$ cat config.mk
export PLATFORM = sky130hd
export DESIGN_NAME = fetch_unit
export DESIGN_NICKNAME = d
export VERILOG_FILES = /design/src/rtl/fetch_unit.sv
export SDC_FILE = /design/constraint.sdc
export NUM_CORES = 1
export LEC_CHECK = 0
export ABC_AREA = 1
export CAP_MARGIN = 25
export CORE_MARGIN = 1.5
export CORE_UTILIZATION = 60
export CTS_CLUSTER_SIZE = 20
export DETAILED_ROUTE_END_ITERATION = 12
export DONT_BUFFER_PORTS = 1
export HOLD_SLACK_MARGIN = 0.08
export PLACE_DENSITY = 0.76
export SLEW_MARGIN = 20
export SYNTH_ARGS = -nofsm -noshare
export SYNTH_HDL_FRONTEND = slang
export SYNTH_SLANG_ARGS = --single-unit
$ cat constraint.sdc
create_clock -name clk -period 1.4 [get_ports clk]
set_input_delay 0.28 -clock clk [delete_from_list [all_inputs] [get_ports clk]]
set_output_delay 0.28 -clock clk [all_outputs]
set_load 0.01 [all_outputs]
$ cat src/rtl/fetch_unit.sv
// PC / instruction-register fetch stage with stall, flushing jumps and end-of-program handling.
// Define FETCH_PC_WRAP_EN to make the PC wrap to 0 after the last program word instead of stopping.
module fetch_unit #(
    parameter int ADDR_W   = 4,
    parameter int INST_W   = 8,
    parameter int PROG_LEN = 9
) (
    input  logic              clk,
    input  logic              rst_n,
    input  logic              stall,
    input  logic              jump_en,
    input  logic [ADDR_W-1:0] jump_addr,
    input  logic [INST_W-1:0] inst_in,
    output logic [ADDR_W-1:0] mem_addr,
    output logic [INST_W-1:0] ir,
    output logic [ADDR_W-1:0] ir_pc,
    output logic              ir_valid,
    output logic              jump_err,
    output logic              done
);

    localparam logic [ADDR_W-1:0] LAST_ADDR = ADDR_W'(PROG_LEN - 1);
    localparam logic [ADDR_W:0]   PROG_LEN_X = (ADDR_W + 1)'(PROG_LEN);

    typedef enum logic [1:0] {
        FILL  = 2'd0,
        RUN   = 2'd1,
        FLUSH = 2'd2,
        DONE  = 2'd3
    } state_t;

    state_t            state;
    state_t            state_next;
    logic [ADDR_W-1:0] pc;
    logic [ADDR_W-1:0] pc_next;
    logic              load;
    logic              bad_jump;

    assign mem_addr = pc;
    assign bad_jump = {1'b0, jump_addr} >= PROG_LEN_X;

    // Successor address; at the last word it either wraps or parks.
    always_comb begin
        pc_next = pc + ADDR_W'(1);
        if (pc == LAST_ADDR) begin
`ifdef FETCH_PC_WRAP_EN
            pc_next = '0;
`else
            pc_next = pc;
`endif
        end
    end

    always_ff @(posedge clk) begin
        if (!rst_n) begin
            state <= FILL;
        end else begin
            state <= state_next;
        end
    end

    always_comb begin
        state_next = state;
        load       = 1'b0;
        if (jump_en) begin
            state_next = FLUSH;
        end else if (!stall) begin
            case (state)
                FILL, FLUSH: begin
                    load       = 1'b1;
                    state_next = RUN;
                end
                RUN: begin
`ifdef FETCH_PC_WRAP_EN
                    load = 1'b1;
`else
                    // The last word already sits in ir, so the program is exhausted.
                    if (ir_pc == LAST_ADDR) begin
                        state_next = DONE;
                    end else begin
                        load = 1'b1;
                    end
`endif
                end
                default: state_next = state;
            endcase
        end
    end

    always_ff @(posedge clk) begin
        if (!rst_n) begin
            pc       <= '0;
            ir       <= '0;
            ir_pc    <= '0;
            ir_valid <= 1'b0;
            jump_err <= 1'b0;
        end else begin
            jump_err <= 1'b0;
            if (jump_en) begin
                pc       <= bad_jump ? '0 : jump_addr;
                ir_valid <= 1'b0;
                jump_err <= bad_jump;
            end else if (load) begin
                ir       <= inst_in;
                ir_pc    <= pc;
                ir_valid <= 1'b1;
                pc       <= pc_next;
            end else if (state_next == DONE) begin
                ir_valid <= 1'b0;
            end
        end
    end

`ifdef FETCH_PC_WRAP_EN
    assign done = 1'b0;
`else
    assign done = (state == DONE);
`endif

endmodule

Word-level counts from Yosys, hierarchy flattened. Index checks and enable logic that the tools add are counted.

$add $sub $neg: 1. $lt $le $gt $ge: 1. Equality and inequality tests: 7. Muxes and demuxes: 14. Bitwise logic cells: 2. Reduce and logical (&&, ||, !) cells: 8.

Operators with widths (count): 4-bit 2-to-1 mux (4); 4-bit == test, second input constant (2); 2-bit == test, second input constant (3); 2-bit 2-to-1 mux (3); 2-bit AND reduction (3); 1-bit 2-to-1 mux (5); 4-bit by 1-bit adder with 4-bit output, second input constant (1); 4-bit greater-or-equal comparator, second input constant (1); 2-bit one-hot mux with 2 select lines (1); 2-bit nonzero test (2); 2-bit OR reduction (2); 2-bit by 1-bit == test with 1-bit output, second input constant (1); 2-bit zero test (1); 2-bit inequality test, second input constant (1); 1-bit inverter (2); 1-bit one-hot mux with 2 select lines (1).

Register bits: 20. Output and inout port bits: 19. Logic and storage cells: 39.

Logic depth before layout (Yosys ltp). Gate-level depths: netlist (run 1).

Depth after elaboration: 8. Mapped depth: 9. Mapped depth without buffers: 9.

Least setup slack after synthesis (run 1). No wires, ideal clock.

Kind: register to register. From: reg pc[0], in the netlist mem_addr[0]. To: reg pc[1], in the netlist mem_addr[1]. Setup time: 0.115 ns. Data arrival time: 1.107 ns. Data required time: 1.285 ns. Setup slack: 0.178 ns. Cell stages (with the launch flop): 9. Buffers on the path: 0. Period minus slack after synthesis: 1.222 ns. Path through: dfxtp_1 -> inv_1 -> ha_1 -> inv_1 -> nor2_1 -> nand2_1 -> nand3_2 -> a21oi_1 -> nor2_1.

Longest elaborated chain between the ends: 4.

Ends and longest elaborated chain: start, declared (line 34) `logic [ADDR_W-1:0] pc;`; start signal, assigned (line 100) `pc <= bad_jump ? '0 : jump_addr;`; start signal, assigned (line 107) `pc <= pc_next;`; 4-bit by 1-bit adder with 4-bit output (line 44) `pc_next = pc + ADDR_W'(1);`; 4-bit 2-to-1 mux (line 45) `if (pc == LAST_ADDR) begin`; 4-bit 2-to-1 mux (line 103) `end else if (load) begin`; 4-bit 2-to-1 mux (line 99) `if (jump_en) begin`.

Parallel ways exist; a longest one is shown, timed or not. The select of a mux whose other input is x is not followed. A chain may end at the register's enable or synchronous reset.

Final worst setup path (run 1).
From: reg state[0]. To: reg ir[7].

Longest elaborated chain between the ends: 6.

Ends and longest elaborated chain: start, declared (line 32) `state_t state;`; start signal, assigned (line 58) `state <= state_next;`; 2-bit == test / 2-bit zero test (equally long branches) (line 68) `case (state)`; 2-bit OR reduction (line 68); 1-bit one-hot mux with 2 select lines * (line 68); 1-bit 2-to-1 mux * (line 67) `end else if (!stall) begin`; 1-bit 2-to-1 mux * (line 65) `if (jump_en) begin`; 2-bit AND reduction (no source line) *; end signal, assigned (line 104) `ir <= inst_in;`; end, declared (line 15) `output logic [INST_W-1:0] ir,`.

Every way passes the cells marked *; elsewhere a longest branch is shown, timed or not.

==> impl_metrics.yaml, run 1 <==
global_route:
  grt_max_degree: 18
  met2_usage_pct: 38.2
  grt_util_met3_pct: 5.71
  antenna_found_initial: 0
  grt_overflow: 0
  grt_pass1_wl_um: 3310
  busiest_layer: "met2"
  grt_use_total_pct: 22.3
  grtUsageMet1_pct: 27.2
  grt_pass1_vias: 807
route:
  via_per_inst: 5.62
  wl_per_cell_um: 13.1
  drc: 0
  antenna_left: 0
  vias: 883
  drt-initial-drc-count: 23
  dr.pass1.iters: 4
  routed_wl_um: 2060
cells_and_area:
  multi_input_area_um2: 513
  seq_area_um2: 400
  drive_above_1_share_pct: 20.6
  final_common_cell: "nand2_1"
  antennaDiodeCount: 0
  synthToLayoutAreaGrowth_pct: 8.49
  final_cell_mix: "nand2_1 (30), dfxtp_1 (20), nor2_1 (15)"
  fin_nets: 160
  fin_cells: 157
  fill_cells: 129
place:
  dp_hpwl_um: 1490
  gp_congestion: 0.839
  dpl.cell_count: 152
  port_buffers: 0
setup_path:
  crit_type: "reg -> reg"
  timing.rr.end: "ir[7]$_SDFFE_PN0P_"
  reg2reg_slack_ns: 0.16
  startpoint: "state[0]$_SDFF_PN0_"
  arrival_ns: 1.41
  cp_data_required_time_ns: 1.57
  critical_path.endpoint_type: "flop"
  worstSetupStartpointType: "flop"
  worst-r2r-cell-count: 6
  reg2reg_from: "state[0]$_SDFF_PN0_"
  crit_fanout: 15
  crit_path_end: "ir[7]$_SDFFE_PN0P_"
cts:
  clock_tree.root_cell: "clkbuf_4"
  cts_max_level: 1
  cts.sinks: 20
  cts_tree: "yes"
  cts.clk_slew.worst_paths_ns: 0.11
  cts_buffers: 3
  clk_path_buf_depth: 2
  clk_latency_ns: 0.29
  cts_setup_buffers: 0
flow_run:
  maxCapViolations: 0
pwr:
  powerDensity_mw_per_mm2: 1050
  p_leak_uw: 0.000487
  peakVddDrop_mv: 0.686
timing:
  relSlewSlack_pct: 67.8
  period_minus_slack_ns: 1.24
  setup_viol: 0
  maxSlewViolCount: 0
  fin_skew_ns: 0.00516
  clock.fmax_ghz: 0.805
  fin_crit_sh_pct: 88.7
  fin_setup_tns_ns: 0
  rsz0062_at_grt: "no"
  final-hold-violation-count: 0
  worstMarginPinSlew_ns: 0.482
yosys:
  synthCells: 134
  synthesis.area_mm2: 0.00102
  ys_types: 21
  ys_seq_area_share_pct: 39.4
  syn_avg_cell_area_um2: 7.59
  syn_nets: 152
  ys_seq_elements: 20
  synth_warnings: 0
die:
  dieHeight_um: 44.2
  pin_count: 35
  core_area_mm2: 0.00154
  dieArea_mm2: 0.00195
  floorplan.rows: 14
  start_util_pct: 66.0
  die_w_um: 44.2
outcome:
  status: "finished clean"
min_path:
  hp-class: "in -> reg"
  hold_start: "rst_n"
synthesized netlist by cell type, drive strengths merged:
master | count | area [µm²]
buf | 8 | 55.1
a31o | 1 | 8.76
inv | 13 | 48.8
o21ai | 3 | 15.0
ha | 2 | 25.0
xor2 | 1 | 8.76
nor2 | 16 | 76.3
nand3b | 1 | 7.51
nand3 | 11 | 77.6
a21oi | 15 | 101
nand2 | 30 | 113
nand4 | 12 | 75.1
dfxtp | 20 | 400
nor3 | 1 | 5.00
critical path: stages (launching register included):
cell and delay (ns):
dfxtp_1 0.36, nand2_1 0.09, inv_2 0.07, nor2_8 0.21, nand3_4 0.21, nand2_1 0.12
a21oi_1 0.06
area by class of cell:
| type | instances | share of cell area (%) |
|---|---|---|
| sequential | 20 | 36.3 |
| tap | 16 | 1.81 |
| inverter | 13 | 4.42 |
| timing repair buffer | 11 | 7.71 |
| multi-input combinational | 93 | 46.5 |
| clock buffer | 4 | 3.29 |
where the power goes:
group / internal (µW) / total, µW / switching, µW
clock: 158 / 330 / 172
combinational: 80.7 / 199 / 118
sequential: 602 / 633 / 31.2
total: 841 / 1160 / 321
flip-flops by register name, summed over array words and instances (netlist names):
name	cells
ir	8
ir_pc	4
mem_addr	4
state	2
ir_valid	1
jump_err	1
metrics by stage:
stage	hold slack, ns	instance area (µm²)	utilization, %	setup slack [ns]	total power (µW)
after CTS	0.0856	1090	70.9	0.150	1170
after global routing	0.0852	1100	71.6	0.0665	1230
after floorplan	0.408	1020	-	0.178	801
after global placement	0.404	1060	68.6	0.195	834
after detailed placement	0.406	1060	68.6	0.171	839
final	0.101	1100	71.6	0.158	1160
cells by family after synthesis:
| group | after synthesis | synth area share (%) |
|---|---|---|
| AOI/OAI and AO/OA | 19 | 12.3 |
| xor gates and xnor gates | 1 | 0.861 |
| adders and majority gates | 2 | 2.46 |
| buffers and inverters | 21 | 10.2 |
| DFF | 20 | 39.4 |
| and+or+nand+nor | 71 | 34.8 |
worst min path at each step:
stage,to,slack (ns),cells past startpoint
floorplan,jump_err$_SDFF_PN0_,0.41,2
global placement,mem_addr[2]$_SDFFE_PN0P_,0.40,2
detailed placement,ir_pc[3]$_SDFFE_PN0P_,0.41,2
CTS,ir_pc[3]$_SDFFE_PN0P_,0.09,2
global route,mem_addr[0]$_SDFFE_PN0P_,0.09,2
finish,mem_addr[0]$_SDFFE_PN0P_,0.10,2
per-layer routing:
metal	vias to the layer above	wire length, µm
li1	459	-
met1	397	936
met2	25	976
met3	2	132
met4	0	13
met5	-	0
timing repair:
action | 4_1_cts | 5_1_grt
resized for setup | 0 | 0
endpoints found under the setup margin | 0 | 0
hold buffers | 0 | 1
endpoints found under the hold margin | 0 | 4
Power figures use the tool's default switching activity.
==> inputs of run 2 (changes only) <==
Settings changed: CORE_UTILIZATION 60 to 40, CTS_CLUSTER_SIZE 20 to 14, PLACE_DENSITY 0.76 to not set.
Clock period 1.4 ns to 1.5 ns, I/O delays scaled along.
==> impl_metrics.yaml, run 2 (synthesis results as in run 1) <==
setup_path:
  critPathTopFamily: "simple AND/OR/NAND/NOR gates"
  crit_fanout: 15
  arrival_ns: 1.53
  crit_chain: "inv_2, nor2_1, nand3_4, nand3_4, nand2_1, a21oi_2"
  worst-r2r-cell-count: 6
  crit_top_cell: "nand3_4"
  slowest_delay_ns: 0.37
  timing.rr.end: "ir_pc[2]$_SDFFE_PN0P_"
  reg2reg_from: "ir_pc[3]$_SDFFE_PN0P_"
  slowest_stage: "dfxtp_1"
  crit_type: "reg -> reg"
  cp_data_required_time_ns: 1.75
  worstSetupStartpointType: "flop"
  critical_path.endpoint_type: "flop"
  reg2reg_slack_ns: 0.22
  critical_path_buf_inv_count: 1
global_route:
  antenna_found_initial: 0
  grt_pass1_wl_um: 3390
  grt_max_degree: 19
  grt_pass1_vias: 773
  grt_use_total_pct: 16.5
  grt_overflow: 0
pwr:
  p_sw_uw: 317
  seqPwrFrac_pct: 48.8
  p_sw_share_pct: 26.1
  p_leak_uw: 0.000465
  p_int_uw: 899
  pwr-share-comb_pct: 14.1
  fin_total_pwr_uw: 1220
  peakVddDrop_mv: 0.745
  powerDensity_mw_per_mm2: 1110
  clkPwrFrac_pct: 37.1
cts:
  cts_hold_buf: 0
  cts_setup_buffers: 0
  clk_latency_ns: 0.31
  cts.clk_slew.worst_paths_ns: 0.12
  cts_buffers: 3
  cts_tree: "yes"
  clock_tree.root_cell: "clkbuf_4"
  cts_max_level: 1
  clk_path_buf_depth: 2
  cts.sinks: 20
outcome:
  status: "finished clean"
route:
  via_per_inst: 5.16
  dr.pass1.iters: 4
  wl_per_cell_um: 13.0
  drc: 0
  drt-initial-drc-count: 12
  antenna_left: 0
  routed_wl_um: 2140
  vias: 852
die:
  start_util_pct: 41.8
  core_area_mm2: 0.00243
  pin_count: 35
  dieArea_mm2: 0.00285
  floorplan.rows: 18
  die_w_um: 53.4
  dieHeight_um: 53.4
cells_and_area:
  final_cell_mix: "nand2_1 (30), dfxtp_1 (20), nor2_1 (15)"
  multi_input_area_um2: 520
  final_common_cell: "nand2_1"
  top_register: "ir"
  seq_area_um2: 400
  synthToLayoutAreaGrowth_pct: 7.87
  fin_nets: 154
  final_util_pct: 45.1
  drive_above_1_share_pct: 17.8
  largest_register_ffs: 8
  fill_cells: 261
  antennaDiodeCount: 0
timing:
  fin_setup_tns_ns: 0
  rsz0062_at_grt: "no"
  fin_skew_ns: 0.00367
  holdWs_ns: 0.0982
  fin_crit_sh_pct: 85.6
  final-hold-violation-count: 0
  setup_viol: 0
  relSlewSlack_pct: 68.8
  maxSlewViolCount: 0
  clock.fmax_ghz: 0.779
  worstMarginPinSlew_ns: 0.468
  period_minus_slack_ns: 1.28
place:
  gp_congestion: 0.743
  dp_hpwl_um: 1590
  port_buffers: 0
min_path:
  hold_depth: 2
  hp-class: "in -> reg"
  hold_start: "rst_n"
  whs_endpoint: "ir_pc[3]$_SDFFE_PN0P_"
flow_run:
  maxCapViolations: 0
## run 2: power groups by stage
stage	registers, µW	logic [µW]	clock network, µW
after global routing	599	197	478
after floorplan	608	140	0
final	593	172	451
after detailed placement	606	171	0
after CTS	594	172	458
after global placement	606	168	0
## run 2: layout make-up
cell class                 count  share of cell area, %
clock buffer                   3                   2.05
clock inverter                 1                   2.74
inverter                      13                   4.45
multi-input combinational     93                   47.4
sequential                    20                   36.5
tap                           30                   3.42
timing repair buffer           5                   3.42
## run 2: worst max path at each step
stage | cells past startpoint | from | end | slack [ns]
after floorplan | 8 | mem_addr[0]$_SDFFE_PN0P_ | mem_addr[1]$_SDFFE_PN0P_ | 0.28
after global placement | 6 | ir_pc[0]$_SDFFE_PN0P_ | ir_pc[3]$_SDFFE_PN0P_ | 0.22
after detailed placement | 5 | ir_pc[1]$_SDFFE_PN0P_ | ir_pc[2]$_SDFFE_PN0P_ | 0.18
after CTS | 6 | ir_pc[3]$_SDFFE_PN0P_ | ir_pc[2]$_SDFFE_PN0P_ | 0.16
after global routing | 6 | ir_pc[3]$_SDFFE_PN0P_ | ir[2]$_SDFFE_PN0P_ | 0.08
final | 6 | ir_pc[3]$_SDFFE_PN0P_ | ir_pc[2]$_SDFFE_PN0P_ | 0.22
## run 2: routing by layer
metal / track usage, % / up-vias / routed length [µm]
met5: 0 / - / 0
met1: 19.2 / 379 / 941
met3: 8.47 / 2 / 163
met4: 2.56 / 0 / 15
li1: - / 448 / -
met2: 27.4 / 23 / 1020
## run 2: timing repair
action                                  4_1_cts  5_1_grt
endpoints found under the setup margin        0        3
hold endpoints to repair                      0        0
gates resized for setup                       0        1
## run 2: stage by stage
stage	setup WS, ns	area (µm²)	instances
5_1_grt	0.0831	1100	165
3_3_place_gp	0.217	1040	161
2_1_floorplan	0.278	1020	134
6_report	0.216	1100	165
3_5_place_dp	0.184	1040	161
4_1_cts	0.155	1090	165
==> inputs of run 3 (changes only) <==
Settings changed: CORE_ASPECT_RATIO set to 1.4.
==> impl_metrics.yaml, run 3 (synthesis results as in run 1) <==
outcome:
  status: "finished clean"
place:
  dpl.cell_count: 163
  dp_hpwl_um: 1570
  gp_congestion: 0.711
  port_buffers: 0
cts:
  cts_max_level: 1
  cts.sinks: 20
  clk_latency_ns: 0.30
  cts_hold_buf: 0
  cts_buffers: 3
  cts_tree: "yes"
  ctsResizeCount: 0
  clk_path_buf_depth: 2
  cts.clk_slew.worst_paths_ns: 0.11
  cts_setup_buffers: 0
  clock_tree.root_cell: "clkbuf_4"
die:
  die_w_um: 45.6
  pin_count: 35
  dieHeight_um: 62.7
  start_util_pct: 42.5
  core_area_mm2: 0.00239
  dieArea_mm2: 0.00286
  floorplan.rows: 21
timing:
  period_minus_slack_ns: 1.27
  fin_crit_sh_pct: 85.0
  clock.fmax_ghz: 0.785
  fin_skew_ns: 0.00309
  worstMarginPinSlew_ns: 0.517
  fin_setup_tns_ns: 0
  final-hold-violation-count: 0
  relSlewSlack_pct: 65.5
  maxSlewViolCount: 0
  setup_viol: 0
  rsz0062_at_grt: "no"
cells_and_area:
  synthToLayoutAreaGrowth_pct: 4.67
  antennaDiodeCount: 0
  fill_cells: 269
  final_cell_mix: "nand2_1 (30), dfxtp_1 (19), nor2_1 (15)"
  final_common_cell: "nand2_1"
  top_register: "ir"
  seq_area_um2: 402
  multi_input_area_um2: 513
  fin_cells: 167
  drive_above_1_share_pct: 17.3
  largest_register_ffs: 8
  fin_nets: 152
pwr:
  p_sw_share_pct: 28.2
  pwr-share-comb_pct: 14.6
  clkPwrFrac_pct: 29.4
  seqPwrFrac_pct: 56.0
  p_int_uw: 770
  p_sw_uw: 302
  p_leak_uw: 0.000447
  powerDensity_mw_per_mm2: 1010
  peakVddDrop_mv: 0.430
setup_path:
  critPathTopFamily: "flip-flops"
  worst-r2r-cell-count: 8
  cp.depth: 8
  crit_fanout: 5
  critical_path_buf_inv_count: 2
  slowest_delay_ns: 0.41
  worstSetupStartpointType: "flop"
  crit_type: "reg -> reg"
  cp_data_required_time_ns: 1.70
  crit_chain: "inv_1, ha_1, inv_1, nor2_1, nand2_1, nand3_2, a21oi_1, nor2_1"
  slowest_stage: "dfxtp_2"
  critical_path.endpoint_type: "flop"
  arrival_ns: 1.48
flow_run:
  maxCapViolations: 0
route:
  antenna_left: 0
  wl_per_cell_um: 13.2
  drt-initial-drc-count: 19
  dr.pass1.iters: 4
  via_per_inst: 5.17
  routed_wl_um: 2200
  vias: 864
  drc: 0
min_path:
  hold_depth: 2
  hp-class: "in -> reg"
global_route:
  met2_usage_pct: 27.6
  grt_pass1_wl_um: 3700
  grt_overflow: 0
  antenna_found_initial: 0
  busiest_layer: "met2"
  grtUsageMet1_pct: 19.4
  grt_util_met3_pct: 4.91
  grt_use_total_pct: 17.0
  grt_max_degree: 25
  grt_pass1_vias: 852
-- run 3: changes by cell type in the layout (fill, tap and decap cells not counted) --
cell and change:
buf_4 -2, bufinv_16 -1, clkbuf_8 +1, dfxtp_1 -1
dfxtp_2 +1, nand3_2 +1, nand3_4 -1
-- run 3: power by group through the flow --
stage / Sequential [µW] / Clock (µW) / Combinational, µW
after detailed placement: 612 / 0 / 157
after floorplan: 608 / 0 / 140
after CTS: 600 / 328 / 158
after global routing: 605 / 350 / 181
after global placement: 611 / 0 / 153
final: 600 / 315 / 157
-- run 3: path summary, 6_finish.rpt --
check,from,endpoint,slack [ns]
max,mem_addr[1]$_SDFFE_PN0P_,mem_addr[2]$_SDFFE_PN0P_,0.23
min,rst_n,mem_addr[1]$_SDFFE_PN0P_,0.10
max reg2reg,mem_addr[1]$_SDFFE_PN0P_,mem_addr[2]$_SDFFE_PN0P_,0.23
min reg2reg,ir[6]$_SDFFE_PN0P_,ir[6]$_SDFFE_PN0P_,0.52
-- run 3: layout make-up --
| cell class | instances | share of cell area [%] |
|---|---|---|
| clock buffers | 4 | 3.41 |
| inverters | 13 | 4.58 |
| multi-input cells | 93 | 48.2 |
| flip-flops and latches | 20 | 37.7 |
| well taps | 34 | 4.00 |
| repair buffers | 3 | 2.12 |
-- run 3: through the flow --
| stage | total power, µW | utilization, % | instance area, µm² | setup slack, ns | hold slack (ns) |
|---|---|---|---|---|---|
| floorplan | 748 | - | 1020 | 0.278 | 0.428 |
| global placement | 764 | 43.0 | 1030 | 0.226 | 0.423 |
| detailed placement | 769 | 43.0 | 1030 | 0.151 | 0.427 |
| CTS | 1090 | 44.5 | 1060 | 0.134 | 0.0951 |
| global route | 1140 | 44.5 | 1060 | 0.0974 | 0.0834 |
| finish | 1070 | 44.5 | 1060 | 0.226 | 0.102 |
-- run 3: routing by layer --
metal | routed length, µm | vias to the layer above | part of all wire, %
met1 | 923 | 395 | 42
met2 | 1110 | 27 | 50
met3 | 154 | 2 | 7.0
met5 | 0 | - | 0
li1 | - | 440 | -
met4 | 19 | 0 | 0.86
